### config.mk
export PLATFORM = sky130hd
export DESIGN_NAME = lsu_ctrl
export DESIGN_NICKNAME = d
export VERILOG_FILES = /design/src/rtl/lsu_pkg.sv /design/src/rtl/lsu_load_extend.sv /design/src/rtl/lsu_ctrl.sv
export SDC_FILE = /design/constraint.sdc
export NUM_CORES = 1
export LEC_CHECK = 0
export CAP_MARGIN = 25
export CORE_MARGIN = 2
export CORE_UTILIZATION = 30
export CTS_CLUSTER_DIAMETER = 200
export DETAILED_ROUTE_END_ITERATION = 12
export PLACE_DENSITY = 0.71
export SLEW_MARGIN = 20
export SYNTH_ARGS = -nofsm -noshare
export SYNTH_HDL_FRONTEND = slang
export SYNTH_SLANG_ARGS = --single-unit
### constraint.sdc
create_clock -name clk -period 2.6 [get_ports clk]
set_input_delay 0.52 -clock clk [delete_from_list [all_inputs] [get_ports clk]]
set_output_delay 0.52 -clock clk [all_outputs]
set_load 0.05 [all_outputs]
### src/rtl/lsu_pkg.sv
// Shared encodings for the load/store unit: access sizes and controller states.
package lsu_pkg;

  // Access size encoding, shared by the pipeline request and the memory load_type.
  localparam logic [1:0] SZ_WORD = 2'b00;
  localparam logic [1:0] SZ_HALF = 2'b01;
  localparam logic [1:0] SZ_BYTE = 2'b10;
  localparam logic [1:0] SZ_INV  = 2'b11;

  // Controller states.
  typedef enum logic [1:0] {
    IDLE  = 2'b00,
    LOAD  = 2'b01,
    STORE = 2'b10,
    RESP  = 2'b11
  } lsu_state_t;

endpackage

### src/rtl/lsu_load_extend.sv
// Final sign/zero extension of load data. The memory already extends, but signed
// half/byte results are re-extended here so the result never depends on it.
module lsu_load_extend
  import lsu_pkg::*;
(
  input  logic [31:0] i_rdata,
  input  logic [1:0]  i_size,
  input  logic        i_unsigned,
  output logic [31:0] o_data
);

  // Select the extension from the captured size and signedness.
  always_comb begin
    o_data = i_rdata;
    case (i_size)
      SZ_HALF: o_data = i_unsigned ? {16'b0, i_rdata[15:0]}
                                   : {{16{i_rdata[15]}}, i_rdata[15:0]};
      SZ_BYTE: o_data = i_unsigned ? {24'b0, i_rdata[7:0]}
                                   : {{24{i_rdata[7]}}, i_rdata[7:0]};
      default: o_data = i_rdata;
    endcase
  end

endmodule

### src/rtl/lsu_ctrl.sv
// Load/store initiator between the MEM stage and data memory. One request at a
// time; all pipeline-facing and memory-facing outputs are registered.
module lsu_ctrl
  import lsu_pkg::*;
#(
  parameter int RD_LATENCY = 2,   // cycles the read request is held; must be >= 1
  parameter int MEM_ADDR_W = 14   // implemented byte-address bits
) (
  input  logic        clk,
  input  logic        rst,
  input  logic        req_valid,
  output logic        req_ready,
  input  logic        req_we,
  input  logic [1:0]  req_size,
  input  logic        req_unsigned,
  input  logic [31:0] req_addr,
  input  logic [31:0] req_wdata,
  output logic        resp_valid,
  output logic        resp_err,
  output logic [31:0] resp_rdata,
  output logic        mem_read,
  output logic        mem_write,
  output logic [1:0]  mem_load_type,
  output logic [31:0] mem_addr,
  output logic [31:0] mem_wdata,
  input  logic [31:0] mem_rdata
);

  localparam int CNT_W = (RD_LATENCY > 1) ? $clog2(RD_LATENCY) : 1;
  localparam logic [CNT_W-1:0] CNT_LAST = CNT_W'(RD_LATENCY - 1);

  lsu_state_t       r_state;
  logic [CNT_W-1:0] r_cnt;
  logic [1:0]       r_size;
  logic             r_unsigned;
  logic             r_req_ready;
  logic             r_resp_valid;
  logic             r_resp_err;
  logic [31:0]      r_resp_rdata;
  logic             r_mem_read;
  logic             r_mem_write;
  logic [1:0]       r_mem_load_type;
  logic [31:0]      r_mem_addr;
  logic [31:0]      r_mem_wdata;

  logic [31:0] w_addr_hi;
  logic        w_err;
  logic        w_accept;
  logic [31:0] w_ext_data;

  // Request validity: bad size, misalignment, or address beyond the implemented range.
  assign w_addr_hi = req_addr >> MEM_ADDR_W;
  assign w_err     = (req_size == SZ_INV)
                  || ((req_size == SZ_WORD) && (req_addr[1:0] != 2'b00))
                  || ((req_size == SZ_HALF) && req_addr[0])
                  || (w_addr_hi != 32'b0);
  assign w_accept  = req_valid && r_req_ready;

  lsu_load_extend u_extend (
    .i_rdata    (mem_rdata),
    .i_size     (r_size),
    .i_unsigned (r_unsigned),
    .o_data     (w_ext_data)
  );

  // Controller FSM with registered outputs; the mem_* registers double as the
  // captured request so they stay stable for the whole access.
  always_ff @(posedge clk) begin
    if (rst) begin
      r_state         <= IDLE;
      r_cnt           <= '0;
      r_size          <= SZ_WORD;
      r_unsigned      <= 1'b0;
      r_req_ready     <= 1'b1;
      r_resp_valid    <= 1'b0;
      r_resp_err      <= 1'b0;
      r_resp_rdata    <= 32'b0;
      r_mem_read      <= 1'b0;
      r_mem_write     <= 1'b0;
      r_mem_load_type <= 2'b00;
      r_mem_addr      <= 32'b0;
      r_mem_wdata     <= 32'b0;
    end else begin
      // Response is a single-cycle pulse unless a state below raises it.
      r_resp_valid <= 1'b0;
      r_resp_err   <= 1'b0;
      r_resp_rdata <= 32'b0;
      case (r_state)
        IDLE: begin
          if (w_accept) begin
            r_req_ready <= 1'b0;
            r_size      <= req_size;
            r_unsigned  <= req_unsigned;
            r_cnt       <= '0;
            if (w_err) begin
              // Rejected requests never touch memory.
              r_state      <= RESP;
              r_resp_valid <= 1'b1;
              r_resp_err   <= 1'b1;
            end else begin
              r_mem_load_type <= req_size;
              r_mem_addr      <= req_addr;
              r_mem_wdata     <= req_wdata;
              if (req_we) begin
                r_mem_write <= 1'b1;
                r_state     <= STORE;
              end else begin
                r_mem_read <= 1'b1;
                r_state    <= LOAD;
              end
            end
          end
        end
        LOAD: begin
          if (r_cnt == CNT_LAST) begin
            r_mem_read      <= 1'b0;
            r_mem_load_type <= 2'b00;
            r_mem_addr      <= 32'b0;
            r_mem_wdata     <= 32'b0;
            r_resp_valid    <= 1'b1;
            r_resp_rdata    <= w_ext_data;
            r_state         <= RESP;
          end else begin
            r_cnt <= r_cnt + CNT_W'(1);
          end
        end
        STORE: begin
          r_mem_write     <= 1'b0;
          r_mem_load_type <= 2'b00;
          r_mem_addr      <= 32'b0;
          r_mem_wdata     <= 32'b0;
          r_resp_valid    <= 1'b1;
          r_state         <= RESP;
        end
        default: begin
          // RESP: pulse already on the outputs; reopen for the next request.
          r_req_ready <= 1'b1;
          r_state     <= IDLE;
        end
      endcase
    end
  end

  assign req_ready     = r_req_ready;
  assign resp_valid    = r_resp_valid;
  assign resp_err      = r_resp_err;
  assign resp_rdata    = r_resp_rdata;
  assign mem_read      = r_mem_read;
  assign mem_write     = r_mem_write;
  assign mem_load_type = r_mem_load_type;
  assign mem_addr      = r_mem_addr;
  assign mem_wdata     = r_mem_wdata;

endmodule

; Word-level counts from Yosys, hierarchy flattened
; Index checks and enable logic that the tools add are counted.
[totals]
ff_bits = 109
latch_bits = 0
ramBits = 0
romBits = 0
word_cells = 88
n_memories = 0
[op_classes]
add_sub_neg = 1
n_mul = 0
div = 0
order_cmp = 0
eq_ne = 11
shift = 0
mux = 36
n_bitwise = 4
reduce_logical = 23
[op_table]
columns = operator, count
row1 = $mux 32, 7
row2 = $pmux 32 s3, 2
row3 = $pmux 32 s2, 1
row4 = $reduce_bool 32->1, 1
row5 = $mux 2, 7
row6 = $mux 1, 12
row7 = $pmux 2 s3, 2
row8 = $ne 2x2->1 const B, 5
row9 = $pmux 1 s2, 4
row10 = $reduce_and 2->1, 4
row11 = $reduce_and 4->1, 2
row12 = $eq 2x1->1 const B, 3
row13 = $eq 2x2->1 const B, 3
row14 = $reduce_bool 2->1, 3
row15 = $reduce_and 5->1, 1
row16 = $logic_not 2->1, 2
row17 = $not 1->1, 4
row18 = $reduce_or 2->1, 2
row19 = $logic_and 1x1->1, 3
row20 = $logic_or 1x1->1, 3
row21 = $pmux 1 s3, 1
row22 = $reduce_bool 3->1, 1
row23 = $reduce_or 3->1, 1
row24 = $add 1x1->1 const B, 1

; Longest topological paths before layout
; Gate-level depths: netlist of run 1.
[logic_depth]
depth_word = 8
depth_mapped = 9
mapped_depth_nobuf = 7

; Modules after synthesis
; A second synthesis of run 1 with hierarchy kept.
[hier_totals]
hier_cells = 461
area_unflattened_um2 = 4350.4
[modules_own_cells]
columns = mod, instances, cells_each, area_each_um2
row1 = lsu_ctrl, 1, 398, 3960.0
row2 = lsu_load_extend, 1, 63, 390.4

; Worst setup path after synthesis of run 1
; Ideal clock, no wire load.
[synth_timing]
path_type = input -> register
from = in req_addr[15]
to = reg r_mem_addr[0], in the netlist mem_addr[0]
arrival_time_ps = 2065
required_ps = 2486
slack_ps = 421
cell_stages = 7
path_buffers = 2
cell_sequence = or4_4 nor3_4 a32o_1 buf_2 buf_2 a21oi_1 a21o_1
[synth_via]
elab_chain_cells = 4
[synth_lines]
columns = element, line
row1 = from (decl), lsu_ctrl.sv:16  ; input logic [31:0] req_addr,
row2 = $reduce_bool 32->1, lsu_ctrl.sv:56  ; || (w_addr_hi != 32'b0);
row3 = $logic_or 1x1->1, lsu_ctrl.sv:56
row4 = $ne 2x2->1 (no line), n/a
row5 = $reduce_and 4->1 (no line), n/a
row6 = to (signal assigned), lsu_ctrl.sv:102  ; r_mem_addr <= req_addr;
row7 = to (decl), lsu_ctrl.sv:43  ; logic [31:0] r_mem_addr;
; No other way between the ends.
; A chain may end at the register's enable or synchronous reset.

; Worst setup path in the final report of run 1
[layout_timing]
from = in req_addr[15]
to = reg r_mem_wdata[15], in the netlist mem_wdata[15]
[layout_via]
elab_chain_cells = 4
[layout_lines]
columns = element, line
row1 = $reduce_bool 32->1, lsu_ctrl.sv:56
row2 = $logic_or 1x1->1, lsu_ctrl.sv:56
row3 = $ne 2x2->1 (no line), n/a
row4 = $reduce_and 4->1 (no line), n/a
row5 = to (signal assigned), lsu_ctrl.sv:103  ; r_mem_wdata <= req_wdata;
row6 = to (decl), lsu_ctrl.sv:44  ; logic [31:0] r_mem_wdata;
; No other way between the ends.

==> metrics, run 1 <==
Initial Utilization=~31%; Longest Clk Path Bufs=2; Startpoint Class=primary input; post-route minimum period=about 2300 ps; CP Class=primary input to flip-flop; DR WL/cell=~15 um; HP Start=r_unsigned; TritonRoute pass-1 iters=4; utilization after layout=about half; synthesis-to-layout area growth=62.0%; max frequency=around 0.44 GHz; die height=around 120 um; max-slew violations=0; hold buffer count at CTS=0; n_diodes=0; placed cell area=6420 um^2; Distinct cells, synth=37; P per Cell Area=about 660 nW/um^2; post-synthesis sequential area ratio=between 50 and 60%; clk sinks=109; Psw=0.00144 W; CP top delay family=simple AND/OR/NAND/NOR gates; RR Endpoint=resp_rdata[18]; setup slack, reg-to-reg=690 ps; status=completed; CP bufs+invs=2; final RePlAce weighted congestion=0.815; clock root cell=clkbuf_16; Core Rows=42; clock latency on the worst-skew pair=340 ps; post-route cell area=between 6000 and 7000 um^2; worst slew pin tran=560 ps; count of final setup violators=0; RSZ-0062 raised after global routing=no; I/O Buffers=205; residual DRC count=0; Setup Fix Bufs, Post-CTS=0; Slew HR=between 60% and 70%; number of buffers created by CTS=9; vias in the first global route=3771; Total GRT Usage=between 15 and 20%; Initial DRC Count=slightly below 200; die width=122 um; combinational power share=~30%; IO Pins=roughly 210; Hold WS=between 400 and 500 ps; Overall Power=between 0.004 and 0.005 W; Antenna Violating Nets Remaining=0; hold depth=2; Largest stage delay, worst path=approximately 540 ps; Final Cycle Share=between 80 and 90%; CTS tree=done; Clock power frac=between 30% and 40%; Leakage=2.90 nW; WHS Endpoint=r_unsigned; CP Max Fanout=48; Synth Register Bits=~110; grt total ovfl=0; Seq pwr share=39.7%; FF-to-FF path depth=9; DP HPWL=8940 um; clock skew=~5.4 ps; Clk pin slew, worst setup/hold paths=around 70 ps; first-pass GRT wire length=roughly 19000 um; syn_area_per_cell=about 9.5 um^2; H-tree depth=3; R2R Path Start=r_size[0]; area of the die=14800 um^2; vias=3814; CP Capture Type=flip-flop; Worst EP required=approximately 2900 ps; final wirelength=between 10000 and 15000 um; Warnings, synthesis=0; core area=about 13000 um^2; max cap viols=0; Synth Net Count=~550; Pint=roughly 0.0030 W; Critical-path top delay cell=or4_4; antenna violations before repair=0; share of layout cells above drive strength 1=between 5 and 6%; Synth Cell Area=about 4100 um^2; hold crit path type=flip-flop to flip-flop; Net Sw Frac=approximately a third; largest net degree at the start of global routing=between 40 and 50; Nets=~740; Critical Path, Cell by Cell=clkdlybuf4s50_1, or4_4, nor3_4, nand3_4, nor4_4, buf_12, a21o_1; Mapped Cells=approximately 440; Crit path arrival time=around 2600 ps; Final Hold Viols=0; post-cts repair resize count=0; TNS Setup=0 ps; Peak VDD IR=slightly below 0.5 mV; routed vias/inst=around 4.7
## power by group through the flow
stage | clock, W | combinational [W] | sequential (W)
global route | 0.00146 | 0.00144 | 0.00177
floorplan | 0 | 0.000689 | 0.00189
global placement | 0 | 0.00130 | 0.00180
CTS | 0.00140 | 0.00133 | 0.00176
finish | 0.00135 | 0.00133 | 0.00176
detailed placement | 0 | 0.00133 | 0.00180
## per-layer routing
layer / vias up / wire [um] / track usage (%)
met5: - / 0 / 0
met4: 0 / 192 / 6.54
met3: 11 / 908 / 4.42
met2: 154 / 5850 / 27.7
met1: 1770 / 5060 / 18.8
li1: 1879 / - / -
## layout by cell type, fill, tap and decap left out, types with 3 or more instances in the layout
cell and instances:
ha_1 6, clkbuf_16 9, nor2_1 7, nor2b_1 3, nor3b_1 19, buf_12 4
inv_1 7, buf_4 8, nor4_1 3, o22ai_1 3, dfxtp_1 109, nand2b_1 53
clkdlybuf4s50_1 204, and2_1 8, nand3_1 3, a21oi_1 78, a21o_1 48, nor3_1 3
nand2_1 32
## logic make-up after synthesis
family / Yosys count / synth area share, %
fa+ha+maj: 6 / 1.81
flops: 109 / 52.7
buf+inv: 39 / 4.17
compound gates: 141 / 20.8
simple gates: 142 / 20.5
## worst min-delay path, stage by stage (launching register included)
cell and delay [ps]:
dfxtp_1 320, nand2_1 50, a21oi_1 50
## per-stage QoR
step	cells	setup WS, ps
floorplan	437	421
global placement	798	5.47
detailed placement	798	-46.3
CTS	814	315
global route	814	228
finish	814	311
## worst max-delay path by stage
stage | start | to | slack, ps | depth (start not counted)
6_report | req_addr[15] | mem_wdata[15] | 310 | 7
3_3_place_gp | req_addr[16] | mem_wdata[21] | 5 | 7
4_1_cts | req_addr[15] | mem_wdata[15] | 310 | 7
2_1_floorplan | req_addr[15] | mem_addr[0] | 420 | 7
5_1_grt | req_addr[15] | mem_wdata[25] | 230 | 7
3_5_place_dp | req_addr[15] | mem_wdata[25] | -50 | 7
## cell type report
class,instances,area (um^2)
Timing Repair Buffer,217,2190
Fill cell,1228,6640
Sequential cell,109,2180
Tap cell,176,220
Clock buffer,12,246
Clock inverter,4,47.5
Multi-Input combinational cell,289,1800
Inverter,7,26.3
## Yosys cell counts
cell	count	area share, %
a211o_1	1	0.21
a21bo_2	1	0.24
a21o_1	48	8.7
a21oi_1	79	9.5
a21oi_2	1	0.21
a221oi_1	2	0.42
a31oi_1	2	0.30
a32o_1	1	0.24
and2_1	8	1.2
and3_1	2	0.30
buf_2	6	0.72
buf_4	1	0.18
buf_6	2	0.54
clkbuf_1	23	2.1
dfxtp_1	109	53
ha_1	6	1.8
inv_1	7	0.63
nand2_1	32	2.9
nand2b_1	53	8.0
nand3_1	3	0.36
nand3_4	1	0.42
nand4_1	1	0.15
nor2_1	7	0.63
nor2b_1	3	0.45
nor3_1	3	0.36
nor3_4	1	0.39
nor3b_1	19	3.4
nor4_1	3	0.45
nor4_4	1	0.51
o21ai_0	1	0.12
o22ai_1	3	0.45
o31a_1	1	0.21
o31ai_1	1	0.18
or2_2	2	0.30
or3_1	1	0.15
or4_1	1	0.18
or4_4	1	0.27
## registers in the layout, summed over array words and instances, names as in the netlist
signal and flops:
resp_valid 1, r_unsigned 1, resp_err 1, mem_read 1, req_ready 1, r_size 2, mem_wdata 32, r_cnt 1
mem_write 1, mem_load_type 2, mem_addr 32, resp_rdata 32, r_state 2
Note: power is estimated with default switching activity, not from simulation.
==> inputs of run 2 (changes only) <==
Settings changed: CTS_BUF_LIST set to sky130_fd_sc_hd__clkbuf_8.
==> run 2 against run 1 <==
Against the previous run:
- combinational power barely moved
- fmax is 1.3% higher
- flip-flop and latch count stayed put
- clock skew is 5.4 ps higher
- critical path depth unchanged
- critical endpoint is now mem_wdata[20]
- count of clock-buffer cells in the layout down 2
- routed wire length grew 0.16%
- sequential power is essentially flat
==> metrics, run 2 (same netlist as run 1, synthesis figures left out) <==
IO Pins=slightly above 200; CP Max Fanout=48; clk sinks=roughly 110; Initial DRC Count=approximately 170; core area=roughly 13000 um^2; Multi-input gate area=roughly 1800 um^2; Worst EP required=slightly below 3000 ps; Final Hold Viols=0; hold crit path type=primary input to flip-flop; hold depth=2; max-slew violations=0; clock skew=10.8 ps; hold buffer count at CTS=0; DR WL/cell=about 15 um; synthesis-to-layout area growth=59.5%; TritonRoute pass-1 iters=4; number of buffers created by CTS=9; Crit path arrival time=2570 ps; fill count=around 1200; Total GRT Usage=between 10% and 20%; post-route minimum period=about 2300 ps; CP Class=primary input to flip-flop; routed vias/inst=~4.7; CP Capture Type=flip-flop; clock root cell=clkbuf_8; largest net degree at the start of global routing=49; WHS Endpoint=r_state[1]; Antenna Violating Nets Remaining=0; antenna violations before repair=0; clock latency on the worst-skew pair=around 370 ps; first-pass GRT wire length=around 19000 um; H-tree depth=3; Critical-path top delay cell=or4_4; post-route cell area=around 6600 um^2; grt total ovfl=0; residual DRC count=0; count of final setup violators=0; CTS tree=done; Startpoint Class=primary input; Reg area=2180 um^2; HP Start=rst; area of the die=around 15000 um^2; max frequency=~0.44 GHz; most common cell after layout, fill and taps aside=clkdlybuf4s50_1; FF-to-FF path depth=7; max cap viols=0; n_diodes=0; Initial Utilization=a little under a third; I/O Buffers=approximately 210; utilization after layout=roughly half; CP bufs+invs=2; DP HPWL=a little under 9000 um; vias=3812; post-cts repair resize count=0; Longest Clk Path Bufs=2; most frequent cells in the layout=clkdlybuf4s50_1, dfxtp_1, a21oi_1; Clk pin slew, worst setup/hold paths=around 90 ps; RR Endpoint=mem_wdata[20]; RSZ-0062 raised after global routing=no; final wirelength=between 10000 and 15000 um; share of layout cells above drive strength 1=under 10%; Largest stage delay, worst path=approximately 540 ps; Peak VDD IR=about 0.48 mV; final RePlAce weighted congestion=0.815; die height=around 120 um; Slew HR=between 60% and 70%; status=completed; P per Cell Area=~620 nW/um^2; worst slew pin tran=between 500 and 600 ps; setup slack, reg-to-reg=around 700 ps; CP top delay family=simple AND/OR/NAND/NOR gates; vias in the first global route=3754; Critical Path, Cell by Cell=clkdlybuf4s50_1, or4_4, nor3_4, nand3_4, nor4_4, buf_12, a21o_1; Leakage=roughly 2.9 nW; die width=between 100 and 150 um; R2R Path Start=r_state[0]; placed cell area=approximately 6400 um^2; Core Rows=42; Nets=742; Setup Fix Bufs, Post-CTS=0; Final Cycle Share=a little under 90%
## run 2: how the worst max path moves through the flow
stage,start,end,slack [ps],cells after the start
2_1_floorplan,req_addr[15],mem_addr[0],420,7
3_3_place_gp,req_addr[16],mem_wdata[21],5,7
3_5_place_dp,req_addr[15],mem_wdata[25],-50,7
4_1_cts,req_addr[15],mem_wdata[15],350,7
5_1_grt,req_addr[15],mem_wdata[22],270,7
6_report,req_addr[15],mem_wdata[20],340,7
## run 2: power by group
group	total (W)	leakage (nW)	switching, W	internal (W)
clock	0.00101	0.105	0.000547	0.000462
sequential	0.00176	0.879	0.0000371	0.00172
combinational	0.00133	1.88	0.000829	0.000502
## run 2: through the flow
step           total power, W  hold WS [ps]  worst slack [ps]  TNS, ps  std cells
6_report              0.00410           444               339        0        814
5_1_grt               0.00432           436               270        0        814
4_1_cts               0.00414           424               350        0        814
3_5_place_dp          0.00313           465             -46.3    -1350        798
3_3_place_gp          0.00310           451              5.47        0        798
2_1_floorplan         0.00258           437               421        0        437
## run 2: final cells by class
cell class / instances / area share [%]
Sequential cell: 109 / 33.0
Timing Repair Buffer: 217 / 33.1
Inverter: 7 / 0.398
Multi-Input combinational cell: 289 / 27.2
Clock inverter: 6 / 0.833
Clock buffer: 10 / 2.08
Tap cell: 176 / 3.33
## run 2: per-layer routing
metal	wire [um]	track usage, %
met1	5090	18.8
met2	5810	27.5
met3	936	5.26
met4	183	4.67
met5	0	0
==> inputs of run 3 (changes only) <==
Settings changed: ABC_CLOCK_PERIOD_IN_PS set to 2600, CORE_MARGIN 2 to not set.
==> run 3 against run 2 <==
Against the previous run:
- power grew 0.98%
- clock skew grew 1.7 ps
- flip-flop and latch count is the same
- hold slack gained 34 ps
- setup slack gained 1.1 ps
==> metrics, run 3 (same netlist as run 1, synthesis figures left out) <==
Nets=between 700 and 800; setup slack, reg-to-reg=approximately 470 ps; P per Cell Area=626 nW/um^2; clk sinks=approximately 110; die height=roughly 120 um; final wirelength=11900 um; Leakage=about 2.9 nW; n_diodes=0; TritonRoute pass-1 iters=4; Slew HR=63.2%; combinational power share=around a third; clock skew=about 12 ps; hold crit path type=flip-flop to flip-flop; HP Start=mem_addr[17]; worst slew pin tran=551 ps; routed vias/inst=around 4.7; most frequent cells in the layout=clkdlybuf4s50_1, dfxtp_1, a21oi_1; vias=3810; R2R Path Start=r_size[0]; number of buffers created by CTS=9; Worst EP required=just under 3000 ps; WHS Endpoint=mem_addr[17]; Final Cycle Share=approximately 87%; CP Max Fanout=between 40 and 50; CTS tree=done; Seq pwr share=about 43%; Clock power frac=around a quarter; placed cell area=roughly 6400 um^2; dpl cells=around 800; Longest Clk Path Bufs=2; area of the die=approximately 14000 um^2; clock root cell=clkbuf_8; synthesis-to-layout area growth=59.6%; Final Hold Viols=0; vias in the first global route=between 3000 and 4000; Net Sw Frac=a little over a third; RSZ-0062 raised after global routing=no; post-route minimum period=about 2300 ps; post-cts repair resize count=0; Initial Utilization=a little under a third; Overall Power=0.00414 W; DP Worst Slack=-34.1 ps; Total GRT Usage=16.4%; die width=around 120 um; Clk pin slew, worst setup/hold paths=about 100 ps; count of final setup violators=0; Core Rows=42; Psw=0.00145 W; largest net degree at the start of global routing=slightly below 50; FF-to-FF path depth=8; Pint=around 0.0027 W; max cap viols=0; hold buffer count at CTS=0; clock latency on the worst-skew pair=around 370 ps; CP Class=primary input to flip-flop; IO Pins=206; share of layout cells above drive strength 1=under 10%; max-slew violations=0; hold depth=1; Antenna Violating Nets Remaining=0; Peak VDD IR=0.451 mV; status=completed; DP HPWL=8570 um; I/O Buffers=between 200 and 250; utilization after layout=slightly below 50%; post-route cell area=between 6000 and 7000 um^2; residual DRC count=0; most common cell after layout, fill and taps aside=clkdlybuf4s50_1; final RePlAce weighted congestion=around 0.8; max frequency=approximately 0.44 GHz; DR WL/cell=about 15 um; first-pass GRT wire length=approximately 18000 um; Initial DRC Count=177; Startpoint Class=primary input; RR Endpoint=resp_rdata[19]; CP Capture Type=flip-flop; grt total ovfl=0; Finished Layout Cells=813; Crit path arrival time=between 2000 and 3000 ps; antenna violations before repair=0; final worst setup slack=340 ps; core area=around 13000 um^2; Setup Fix Bufs, Post-CTS=0; H-tree depth=3
run 3: cell count changes in the layout (fill, tap and decap cells not counted), sizes merged:
cell      previous run  this run
buf                 13        12
inv                  9        10
clkinvlp             1         0
run 3: worst max-delay path by stage:
stage	slack, ps	from	depth (start not counted)	to
after CTS	380	req_addr[15]	7	mem_wdata[23]
after detailed placement	-30	req_addr[15]	7	mem_wdata[23]
after floorplan	420	req_addr[15]	7	mem_addr[0]
after global placement	10	req_addr[15]	7	mem_wdata[23]
after global routing	250	req_addr[15]	7	mem_wdata[16]
final	340	req_addr[15]	7	mem_wdata[23]
run 3: per-layer routing:
metal	vias to the layer above	global-route usage (%)	part of all wire [%]
li1	1877	-	-
met1	1760	18.6	42
met2	157	28.4	48
met3	16	4.71	7.1
met4	0	7.50	2.0
met5	-	0	0
run 3: cell type report:
type	instances	area, um^2
Sequential cell	109	2180
Inverter	7	26.3
Clock buffer	10	138
Clock inverter	6	63.8
Fill cell	1230	6740
Timing Repair Buffer	216	2180
Tap cell	176	220
Multi-Input combinational cell	289	1800
run 3: stage by stage:
stage               TNS, ps  hold slack (ps)
floorplan                 0              437
global placement          0              462
detailed placement     -623              465
CTS                       0              479
global route              0              495
finish                    0              477
run 3: critical path, stage by stage:
cell and delay [ps]:
clkdlybuf4s50_1 400, or4_4 540, nor3_4 220, nand3_4 120, nor4_4 310, buf_12 270, a21o_1 170
run 3: power groups by stage:
stage | sequential [W] | clock (W) | combinational (W)
floorplan | 0.00189 | 0 | 0.000689
finish | 0.00176 | 0.00105 | 0.00133
CTS | 0.00176 | 0.00109 | 0.00133
global route | 0.00177 | 0.00117 | 0.00144
global placement | 0.00180 | 0 | 0.00130
detailed placement | 0.00180 | 0 | 0.00132
==> patch: new RTL, config.mk and constraints of run 3 <==
Encoding of `lsu_state_t`: now one-hot (4 bits for 4 states).
--- a/src/rtl/lsu_pkg.sv
+++ b/src/rtl/lsu_pkg.sv
@@ -8,11 +8,11 @@
   localparam logic [1:0] SZ_INV  = 2'b11;
 
   // Controller states.
-  typedef enum logic [1:0] {
-    IDLE  = 2'b00,
-    LOAD  = 2'b01,
-    STORE = 2'b10,
-    RESP  = 2'b11
+  typedef enum logic [3:0] {
+    IDLE  = 4'b0001,
+    LOAD  = 4'b0010,
+    STORE = 4'b0100,
+    RESP  = 4'b1000
   } lsu_state_t;
 
 endpackage
Function: no difference found for any inputs over 10 cycles, from zero or initial values and one cycle with rst high; not proved beyond that.
==> patch against run 3 <==
  * Sequential cell count rose by 2
  * Final area fell by 0.79%
  * Critical path depth fell by 1
  * Synthesized area fell by 0.85%
  * Cell count fell by 1.4%
  * Routed wire length fell by 11%
  * Count of clock-buffer cells in the layout fell by 1
  * Largest cell class unchanged
  * First-iteration DRC count fell by 34%
  * Global-route usage fell by 0.91 points
  * Register-to-register slack improved by 70 ps
  * Largest power group unchanged
  * Hold slack got worse by 72 ps
  * Setup slack improved by 73 ps
  * Total power fell by 14%
==> patch: results (changes against run 3) <==
stage	metric	value	unit	change
status	status	finished, final reports clean		
worst_setup_path	critical_path.startpoint	req_addr[14]		
placement	routability_cong	0.7951		-0.23%
layout	layout-drive-gt1-share	5.431	%	-0.22 points
worst_setup_path	reg2regPathDepth	4		-4
drt	drtPass1Iterations	5		+1
logic_synthesis	synth_sequential_area_ratio	54.10	%	+1.4 points
min_path	timing.hold.worst.start	rst		
min_path	min-delay-path-class	primary input to register		
worst_setup_path	critical-path-slowest-cell	sky130_fd_sc_hd__o31ai_4		
logic_synthesis	yosys-top-cells-area	sky130_fd_sc_hd__dfxtp_1 (54%), sky130_fd_sc_hd__mux2i_1 (12%), sky130_fd_sc_hd__nand2b_1 (7.8%), sky130_fd_sc_hd__nand2_1 (7.4%), sky130_fd_sc_hd__and2_1 (4.0%)		
logic_synthesis	synthAdderAreaFrac	0.6092	%	-1.2 points
worst_setup_path	critPathMaxFanout	18		-63%
timing	clock_skew_after_layout	14.48	ps	+2.017 ps
grt	first_global_vias	3523		-4.3%
logic_synthesis	post_synth_mux_area_share	12.43	%	+12 points
worst_setup_path	reg2reg_slack	540	ps	+70 ps
grt	global_route_wire_length_before_repair	17380	um	-6.0%
placement	hpwlAfterDp	7729	um	-9.8%
timing	timing.slew.headroom	60.57	%	-2.6 points
logic_synthesis	synthXorXnorAreaFrac	0.2132	%	+0.21 points
layout	final_net_count	726		-2.0%
worst_setup_path	critical-path-max-stage-delay	430	ps	-110 ps
logic_synthesis	syn_nets	527		-3.5%
pwr	power.ir.vdd_worst	0.0004417	V	-2.0%
drt	post_drt_via_cell_ratio	4.421		-5.7%
==> patch: power groups by stage <==
stage	registers (W)	clock network [W]	logic, W
detailed placement	0.00183	0	0.000693
floorplan	0.00198	0	0.000229
global route	0.00179	0.00119	0.000734
CTS	0.00179	0.00111	0.000697
finish	0.00179	0.00107	0.000688
global placement	0.00182	0	0.000682
==> patch: final cells by class <==
cell class / instances / area, um^2 / area share (%)
multi-input cells: 282 / 1779 / 27.13
clock inverters: 7 / 77.57 / 1.183
repair buffers: 213 / 2120 / 32.32
clock buffers: 9 / 123.9 / 1.889
inverters: 4 / 15.01 / 0.2290
well taps: 176 / 220.2 / 3.358
flip-flops and latches: 111 / 2222 / 33.89
==> patch: kinds of logic after synthesis <==
kind of cell / count (synthesis)
multiplexers: 51
XOR/XNOR: 1
adder cells (fa/ha/maj): 2
flip-flops: 111
AO/OA/AOI/OAI: 38
buffers and inverters: 29
AND/OR/NAND/NOR: 190
==> patch: per-stage QoR <==
step / hold slack, ps / area (um^2) / instances / worst slack [ps]
after floorplan: 441.8 / 4108 / 422 / 539.1
after global placement: 450.7 / 6356 / 786 / 108.2
after detailed placement: 445.9 / 6356 / 786 / -16.29
after CTS: 389.1 / 6558 / 802 / 408.3
after global routing: 386.9 / 6558 / 802 / 271.2
final: 404.8 / 6558 / 802 / 413.5
==> patch: layer usage <==
| layer | up-vias | global-route usage, % | wire length, um |
|---|---|---|---|
| met5 | - | 0 | 0 |
| met4 | 0 | 4.747 | 156 |
| met3 | 14 | 6.897 | 894 |
| met2 | 137 | 25.65 | 5089 |
| met1 | 1617 | 17.76 | 4470 |
| li1 | 1778 | - | - |
